==> src/rtl/dcache_pkg.sv <==
// Shared types and defaults for the dcache request arbiter.
// Optional build macro: DCACHE_ARB_ROUND_ROBIN_EN (round-robin arbitration instead of priority + starvation).
package dcache_pkg;

  localparam int unsigned ARB_STARVE_LIMIT = 8;
  localparam int unsigned PORT_IDX_W       = 2;

  typedef enum logic [1:0] {
    ARB_IDLE = 2'd0,
    ARB_REQ  = 2'd1,
    ARB_BUSY = 2'd2
  } arb_state_t;

  typedef enum logic [PORT_IDX_W-1:0] {
    PORT_PTW   = 2'd0,
    PORT_LOAD  = 2'd1,
    PORT_STORE = 2'd2
  } request_port_select_t;

endpackage

==> src/rtl/dcache_arb_picker.sv <==
// Combinational winner selection: starved-first fixed priority, or round-robin from a pointer
// when DCACHE_ARB_ROUND_ROBIN_EN is defined.
module dcache_arb_picker
  import dcache_pkg::*;
#(
  parameter int unsigned NUM_PORTS = 3
) (
  input  logic [NUM_PORTS-1:0]  req,
`ifdef DCACHE_ARB_ROUND_ROBIN_EN
  input  logic [PORT_IDX_W-1:0] ptr,
`else
  input  logic [NUM_PORTS-1:0]  starved,
`endif
  output logic [NUM_PORTS-1:0]  winner_oh,
  output logic [PORT_IDX_W-1:0] winner_idx
);

`ifdef DCACHE_ARB_ROUND_ROBIN_EN
  int unsigned dist;
  int unsigned best_dist;

  // Closest requester at or after ptr, measured modulo NUM_PORTS.
  always_comb begin
    winner_oh  = '0;
    winner_idx = '0;
    best_dist  = NUM_PORTS;
    dist       = 0;
    for (int unsigned i = 0; i < NUM_PORTS; i++) begin
      dist = (i >= 32'(ptr)) ? (i - 32'(ptr)) : (i + NUM_PORTS - 32'(ptr));
      if (req[i] && (dist < best_dist)) begin
        best_dist    = dist;
        winner_oh    = '0;
        winner_oh[i] = 1'b1;
        winner_idx   = PORT_IDX_W'(i);
      end
    end
  end
`else
  logic [NUM_PORTS-1:0] pool;
  logic                 found;

  // Starved requesters take precedence; lowest index wins within the pool.
  always_comb begin
    pool       = ((req & starved) != '0) ? (req & starved) : req;
    winner_oh  = '0;
    winner_idx = '0;
    found      = 1'b0;
    for (int unsigned i = 0; i < NUM_PORTS; i++) begin
      if (pool[i] && !found) begin
        found        = 1'b1;
        winner_oh[i] = 1'b1;
        winner_idx   = PORT_IDX_W'(i);
      end
    end
  end
`endif

endmodule

==> src/rtl/dcache_port_arbiter.sv <==
// Arbitrates PTW / load / store requests onto the single dcache controller port.
// Optional build macro: DCACHE_ARB_ROUND_ROBIN_EN selects round-robin arbitration.
module dcache_port_arbiter
  import dcache_pkg::*;
#(
  parameter int unsigned NUM_PORTS    = 3,
  parameter int unsigned STARVE_LIMIT = ARB_STARVE_LIMIT
) (
  input  logic                  clk_i,
  input  logic                  rst_i,
  input  logic [NUM_PORTS-1:0]  req_i,
  output logic [NUM_PORTS-1:0]  gnt_o,
  output logic [NUM_PORTS-1:0]  rvalid_o,
  output logic                  cache_req_o,
  output logic [PORT_IDX_W-1:0] cache_port_sel_o,
  input  logic                  cache_gnt_i,
  input  logic                  cache_done_i,
  output logic                  busy_o
);

  arb_state_t           state, state_nxt;
  request_port_select_t owner;
  logic [NUM_PORTS-1:0] owner_oh;
  logic [NUM_PORTS-1:0] win_oh;
  logic [PORT_IDX_W-1:0] win_idx;
  logic                 arb_win;
  logic                 owner_req;

  assign arb_win   = (state == ARB_IDLE) && (|req_i);
  assign owner_req = |(req_i & owner_oh);

`ifdef DCACHE_ARB_ROUND_ROBIN_EN
  logic [PORT_IDX_W-1:0] rr_ptr;

  // Pointer moves just past the port that was granted.
  always_ff @(posedge clk_i) begin
    if (rst_i) begin
      rr_ptr <= '0;
    end else if (|gnt_o) begin
      rr_ptr <= (32'(owner) == NUM_PORTS - 1) ? '0 : PORT_IDX_W'(32'(owner) + 1);
    end
  end

  dcache_arb_picker #(.NUM_PORTS(NUM_PORTS)) u_picker (
    .req        (req_i),
    .ptr        (rr_ptr),
    .winner_oh  (win_oh),
    .winner_idx (win_idx)
  );
`else
  localparam int unsigned CNT_W = $clog2(STARVE_LIMIT + 1);

  logic [CNT_W-1:0]     wait_cnt [NUM_PORTS];
  logic [NUM_PORTS-1:0] starved;

  always_comb begin
    starved = '0;
    for (int unsigned i = 0; i < NUM_PORTS; i++) begin
      starved[i] = (wait_cnt[i] == CNT_W'(STARVE_LIMIT));
    end
  end

  // Saturating count of arbitrations lost while continuously requesting.
  always_ff @(posedge clk_i) begin
    for (int unsigned i = 0; i < NUM_PORTS; i++) begin
      if (rst_i || !req_i[i] || gnt_o[i]) begin
        wait_cnt[i] <= '0;
      end else if (arb_win && !win_oh[i] && !starved[i]) begin
        wait_cnt[i] <= wait_cnt[i] + CNT_W'(1);
      end
    end
  end

  dcache_arb_picker #(.NUM_PORTS(NUM_PORTS)) u_picker (
    .req        (req_i),
    .starved    (starved),
    .winner_oh  (win_oh),
    .winner_idx (win_idx)
  );
`endif

  always_ff @(posedge clk_i) begin
    if (rst_i) begin
      owner    <= PORT_PTW;
      owner_oh <= '0;
    end else if (arb_win) begin
      owner    <= request_port_select_t'(win_idx);
      owner_oh <= win_oh;
    end
  end

  always_ff @(posedge clk_i) begin
    if (rst_i) begin
      state <= ARB_IDLE;
    end else begin
      state <= state_nxt;
    end
  end

  // Next state; an abandoned request takes precedence over a stray cache accept.
  always_comb begin
    state_nxt = state;
    unique case (state)
      ARB_IDLE: if (|req_i) state_nxt = ARB_REQ;
      ARB_REQ: begin
        if (!owner_req) begin
          state_nxt = ARB_IDLE;
        end else if (cache_gnt_i) begin
          state_nxt = cache_done_i ? ARB_IDLE : ARB_BUSY;
        end
      end
      ARB_BUSY: if (cache_done_i) state_nxt = ARB_IDLE;
      default:  state_nxt = ARB_IDLE;
    endcase
  end

  // Handshake pulses follow the cache same-cycle and are suppressed during reset.
  always_comb begin
    gnt_o       = '0;
    rvalid_o    = '0;
    cache_req_o = 1'b0;
    if (!rst_i) begin
      unique case (state)
        ARB_REQ: begin
          cache_req_o = owner_req;
          if (owner_req && cache_gnt_i) begin
            gnt_o = owner_oh;
            if (cache_done_i) rvalid_o = owner_oh;
          end
        end
        ARB_BUSY: if (cache_done_i) rvalid_o = owner_oh;
        default: ;
      endcase
    end
  end

  assign busy_o           = (state != ARB_IDLE);
  assign cache_port_sel_o = owner;

endmodule
==> config.mk <==
export PLATFORM = sky130hd
export DESIGN_NAME = dcache_port_arbiter
export DESIGN_NICKNAME = d
export VERILOG_FILES = /design/src/rtl/dcache_pkg.sv /design/src/rtl/dcache_arb_picker.sv /design/src/rtl/dcache_port_arbiter.sv
export SDC_FILE = /design/constraint.sdc
export NUM_CORES = 1
export LEC_CHECK = 0
export ABC_CLOCK_PERIOD_IN_PS = 1500
export BUFFER_PORTS_ARGS = -buffer_cell sky130_fd_sc_hd__buf_2
export CORE_MARGIN = 5
export CORE_UTILIZATION = 50
export CTS_CLUSTER_DIAMETER = 60
export DETAILED_ROUTE_END_ITERATION = 8
export PLACE_DENSITY = 0.79
export SYNTH_ARGS = -nofsm -noshare
export SYNTH_HDL_FRONTEND = slang
export SYNTH_SLANG_ARGS = --single-unit
==> constraint.sdc <==
create_clock -name clk_i -period 1.5 [get_ports clk_i]
set_input_delay 0.3 -clock clk_i [delete_from_list [all_inputs] [get_ports clk_i]]
set_output_delay 0.3 -clock clk_i [all_outputs]
set_load 0.02 [all_outputs]
* Word level (Yosys, flattened, before mapping)
Memory sizes are Yosys's and may differ from the RTL's. Index checks and enable logic that the tools add are counted.
Word-level totals: bits in registers 7, memory bits (writable) 12, output and inout port bits 10, logic and storage cells 92, memories 1
Memories:
- wait_cnt | depth 3, bits a word 4, rd ports 3, clocked after memory_dff 0, write ports 3, line dcache_port_arbiter.sv:53 | logic [CNT_W-1:0] wait_cnt [NUM_PORTS];
Operators by class: add/sub/neg operators 3, equality and inequality tests 8, mux-type cells 40, bitwise operators 5, reductions and logical operators 32
Operator list (number):
- $mux 1 | 22
- $mux 3 | 7
- $add 4x1->4 const B | 3
- $eq 4x4->1 const B | 3
- $mux 2 | 6
- $mux 4 | 3
- $logic_and 1x1->1 | 10
- $logic_not 1->1 | 10
- $and 3x3->3 | 2
- $logic_or 1x1->1 | 6
- $pmux 2 s3 | 1
- $pmux 3 s2 | 1
- $reduce_or 3->1 | 2
- $ne 3x3->1 const B | 1
- $or 1x1->1 | 3
- $reduce_and 3->1 | 1
- $reduce_bool 3->1 | 1
- $eq 2x1->1 const B | 1
- $eq 2x2->1 const B | 1
- $logic_not 2->1 | 1
- $ne 2x1->1 const B | 1
- $ne 2x2->1 const B | 1
- $reduce_bool 2->1 | 1

* Longest topological paths before layout
An unclocked memory read counts as a cell.
word-level depth 19, gate-level depth with buffers 7

* Modules after synthesis
A second synthesis with hierarchy kept.
Second synthesis, totals: cells, all modules 122, area, all modules 1197.4 um2
Modules (own cells, without submodules):
- dcache_port_arbiter | instances 1, cells an instance 111, area an instance 1116.1 um2
- dcache_arb_picker | instances 1, cells an instance 11, area an instance 81.3 um2

* Worst setup path before layout
Ideal clock, no wire load.
path kind register -> register, start point memory wait_cnt[1][0] in the netlist's numbering, end point memory wait_cnt[0][0] in the netlist's numbering, enable pin, setup time 0.310 ns, data arrival time 1.304 ns, data required time 1.190 ns, path slack -0.115 ns, cell stages (with the launch flop) 6, clock period less this slack 1.615 ns, cells stage by stage edfxtp_1 inv_1 ha_1 nand4b_2 a311oi_1 nand2b_1
RTL lines (line):
- from (decl) | dcache_port_arbiter.sv:53

* Worst setup path after layout
start point register owner_oh[0], end point output port rvalid_o[0]
Between the ends: cells in the longest elaborated chain, start to end 6, elaborated cells between the ends (all ways) 7
RTL lines:
- from (decl) | line dcache_port_arbiter.sv:23 | logic [NUM_PORTS-1:0] owner_oh;
- from (signal assigned) | line dcache_port_arbiter.sv:88 | owner_oh <= win_oh;
- $and 3x3->3 | line dcache_port_arbiter.sv:30 | assign owner_req = |(req_i & owner_oh);
- $reduce_or 3->1 | line dcache_port_arbiter.sv:30
- $logic_and 1x1->1 | line dcache_port_arbiter.sv:126 | if (owner_req && cache_gnt_i) begin
- $mux 3 | line dcache_port_arbiter.sv:126
- $pmux 3 s2 (*) | line dcache_port_arbiter.sv:123 | unique case (state)
- $mux 3 (*) | line dcache_port_arbiter.sv:122 | if (!rst_i) begin
- to (decl) | line dcache_port_arbiter.sv:13 | output logic [NUM_PORTS-1:0] rvalid_o,
Mark *: on every way between the ends. The rest lies on a longest branch, timed or not.

==> summary.md <==
| Metric | Value |
|---|---|
| First-pass GRT wire length | 5437 um |
| Die Area | 3459 um^2 |
| Hold WC Path Type | in2reg |
| Worst rel slew slack | 62.60% |
| CTS H-tree lvls | 1 |
| Final Power | approximately 0.0013 W |
| Min Tclk post-route | 1.886 ns |
| Commonest non-fill, non-tap cell in the layout | buf_4 |
| Placed insts | 198 |
| Routed wire per std cell | 16.62 um |
| Antenna-violating nets left | 0 |
| Final #Nets | roughly 200 |
| Num CTS Buffers | 3 |
| Failing checks | negative setup slack |
| Required @ worst endpoint | between 1 and 1.5 ns |
| Worst-path fanout max | 3 |
| Synth async-reset ratio | 0% |
| Main flop type after synthesis | edfxtp_1 |
| CTS Hold Bufs | 0 |
| Most frequent cells in the layout | buf_4, nor2_1, edfxtp_1, inv_1, nand2_1 |
| Width of the die | a little under 60 um |
| YS warnings | 0 |
| Worst setup EP type | output pin |
| Number of distinct library cells after synthesis | 34 |
| Worst slack at placement | -0.1334 ns |
| Placer Congestion | 0.9040 |
| Share of cells above drive strength 1 | 47.19% |
| Peak Freq | 530.3 MHz |
| Power density cells | between 700 and 800 nW/um^2 |
| CTS tree | built |
| Fillers | roughly 140 |
| Overall routing resource usage | 20.48% |
| DRT iter0 DRCs | between 60 and 70 |
| CP Launch Type | flip-flop |
| Initial antenna violation count | 0 |
| Synth Cell Area | 1191 um^2 |
| Sequential area share after synthesis | 40.34% |
| Worst Max-Slew Pin Slew | 0.5572 ns |
| Vias in the first global route | 1173 |
| Status | finished with violations |
| Peak VDD IR | 0.0006165 V |
| Max clock buf depth | 2 |
| TritonRoute pass-1 iters | 4 |
| Final Hold Fails | 0 |
| Largest net degree at the start of global routing | 11 |
| Max Cap Viol | 0 |
| Setup violations, final | 22 |
| Clock transition at path regs | 0.11 ns |
| Routed WL | ~3400 um |
| Tcrit/Tclk final | 125.7% |
| CTS Sinks | 18 |
| Worst skew pair latency | 0.30 ns |
| Syn-to-layout area delta | 47.37% |
| Starting Density | 53.33% |
| Buffers on Ports | 16 |
| RSZ-0062 raised after global routing | yes |
| Row cnt | 17 |
| Total grt overflow | 0 |
| Remaining DRCs | 0 |
| I/O Pins | 17 |
| Vias post-DR | about 1200 |
| Worst setup margin | -0.3856 ns |
| Number of flops mapped to enable cells by yosys | 12 |
| Post-synthesis register bit count | 18 |
| Die Span Y | between 50 and 60 um |
| Via/cell ratio | between 5 and 6 |
| CTS Root Cell | clkbuf_4 |
| Final Core Density | 78.60% |
| Synth Net Count | 146 |
| # diodes | 0 |
| Syn avg cell area | roughly 9 um^2 |
| Mapped Cells | 129 |
| Clock Skews | 0.003948 ns |
| Crit Path Class | reg2out |
| Non-Filler Instances | 206 |
| Max-slew violation count | 0 |
| Data arrival, critical path | 1.59 ns |
| Pleak | roughly 0.76 nW |
| Core box area | roughly 2200 um^2 |
| Detailed Place HPWL | 2174 um |
metrics by stage:
step / hold slack, ns / setup TNS [ns] / instance area (um^2)
CTS: 0.2450 / -3.172 / 1710
floorplan: 0.3691 / -0.3178 / 1234
finish: 0.2492 / -3.657 / 1755
global route: 0.2511 / -6.054 / 1755
global placement: 0.4517 / -1.300 / 1533
detailed placement: 0.4475 / -2.420 / 1533
repair_timing:
action                     4_1_cts  5_1_grt
setup endpoints to repair       34       36
pin swaps                       11        5
buffers inserted                 4        0
gates resized for setup         33       13
metal layers:
metal,up-vias,GRT usage (%),wire length (um)
met3,13,4.167,191
met1,560,26.08,1385
met4,0,6.472,102
met2,57,34.54,1744
met5,-,0,0
li1,555,-,-
final cells by class:
cell class                 instances  area, um^2  area share [%]
clock buffer                       4       26.28           1.497
inverter                          16       65.06           3.706
multi-input combinational         91       763.2           43.48
sequential                        18       488.0           27.80
timing repair buffer              49       377.9           21.53
tap                               28       35.03           1.996
path summary, 6_finish.rpt:
kind                                                  startpoint                          endpoint  slack, ns  cells past startpoint
worst max-delay path                    owner_oh[0]$_SDFFE_PP0P_                       rvalid_o[0]      -0.39                      5
worst min-delay path                                       rst_i             state[0]$_SDFFE_PP0P_       0.25                      2
worst max register to register             state[1]$_SDFFE_PP0P_      wait_cnt[1][3]$_SDFFCE_PN0P_      -0.16                      4
worst min register to register  cache_port_sel_o[0]$_SDFFE_PP0P_  cache_port_sel_o[0]$_SDFFE_PP0P_       0.46                      2
critical path: stages (launching register included):
cell	delay (ns)
dfxtp_2	0.34
a222oi_1	0.35
nand3b_1	0.23
a21o_4	0.19
nor2_4	0.04
buf_6	0.13
state kept, by name, summed over array words and instances, names as in the netlist:
register	cells
state	2
cache_port_sel_o	2
wait_cnt	12
owner_oh	2
cells by family after synthesis:
group | share of synthesized area, %
xor gates and xnor gates | 4.413
AOI/OAI and AO/OA | 13.34
DFF | 40.34
adders and majority gates | 10.50
and+or+nand+nor | 23.53
buffers and inverters | 7.878
cells in the mapped netlist (2+ instances only):
| cell | number | area (um^2) |
|---|---|---|
| nor2_1 | 20 | 75.07 |
| inv_1 | 16 | 60.06 |
| edfxtp_1 | 12 | 360.4 |
| ha_1 | 10 | 125.1 |
| nand2_1 | 9 | 33.78 |
| dfxtp_1 | 6 | 120.1 |
| nand3_1 | 6 | 30.03 |
| a21oi_1 | 4 | 20.02 |
| nand2b_1 | 4 | 25.02 |
| nand3b_1 | 4 | 30.03 |
| o21ai_0 | 4 | 20.02 |
| a311oi_1 | 3 | 26.28 |
| and3_2 | 3 | 22.52 |
| buf_4 | 3 | 22.52 |
| xnor2_1 | 3 | 26.28 |
| xor2_1 | 3 | 26.28 |
| nand4b_1 | 2 | 17.52 |
power by group:
group	internal, W	switching [W]
registers	0.000573	0.0000312
clock network	0.000104	0.000158
logic	0.000220	0.000206
No activity file was read; power rests on OpenSTA's default activity.
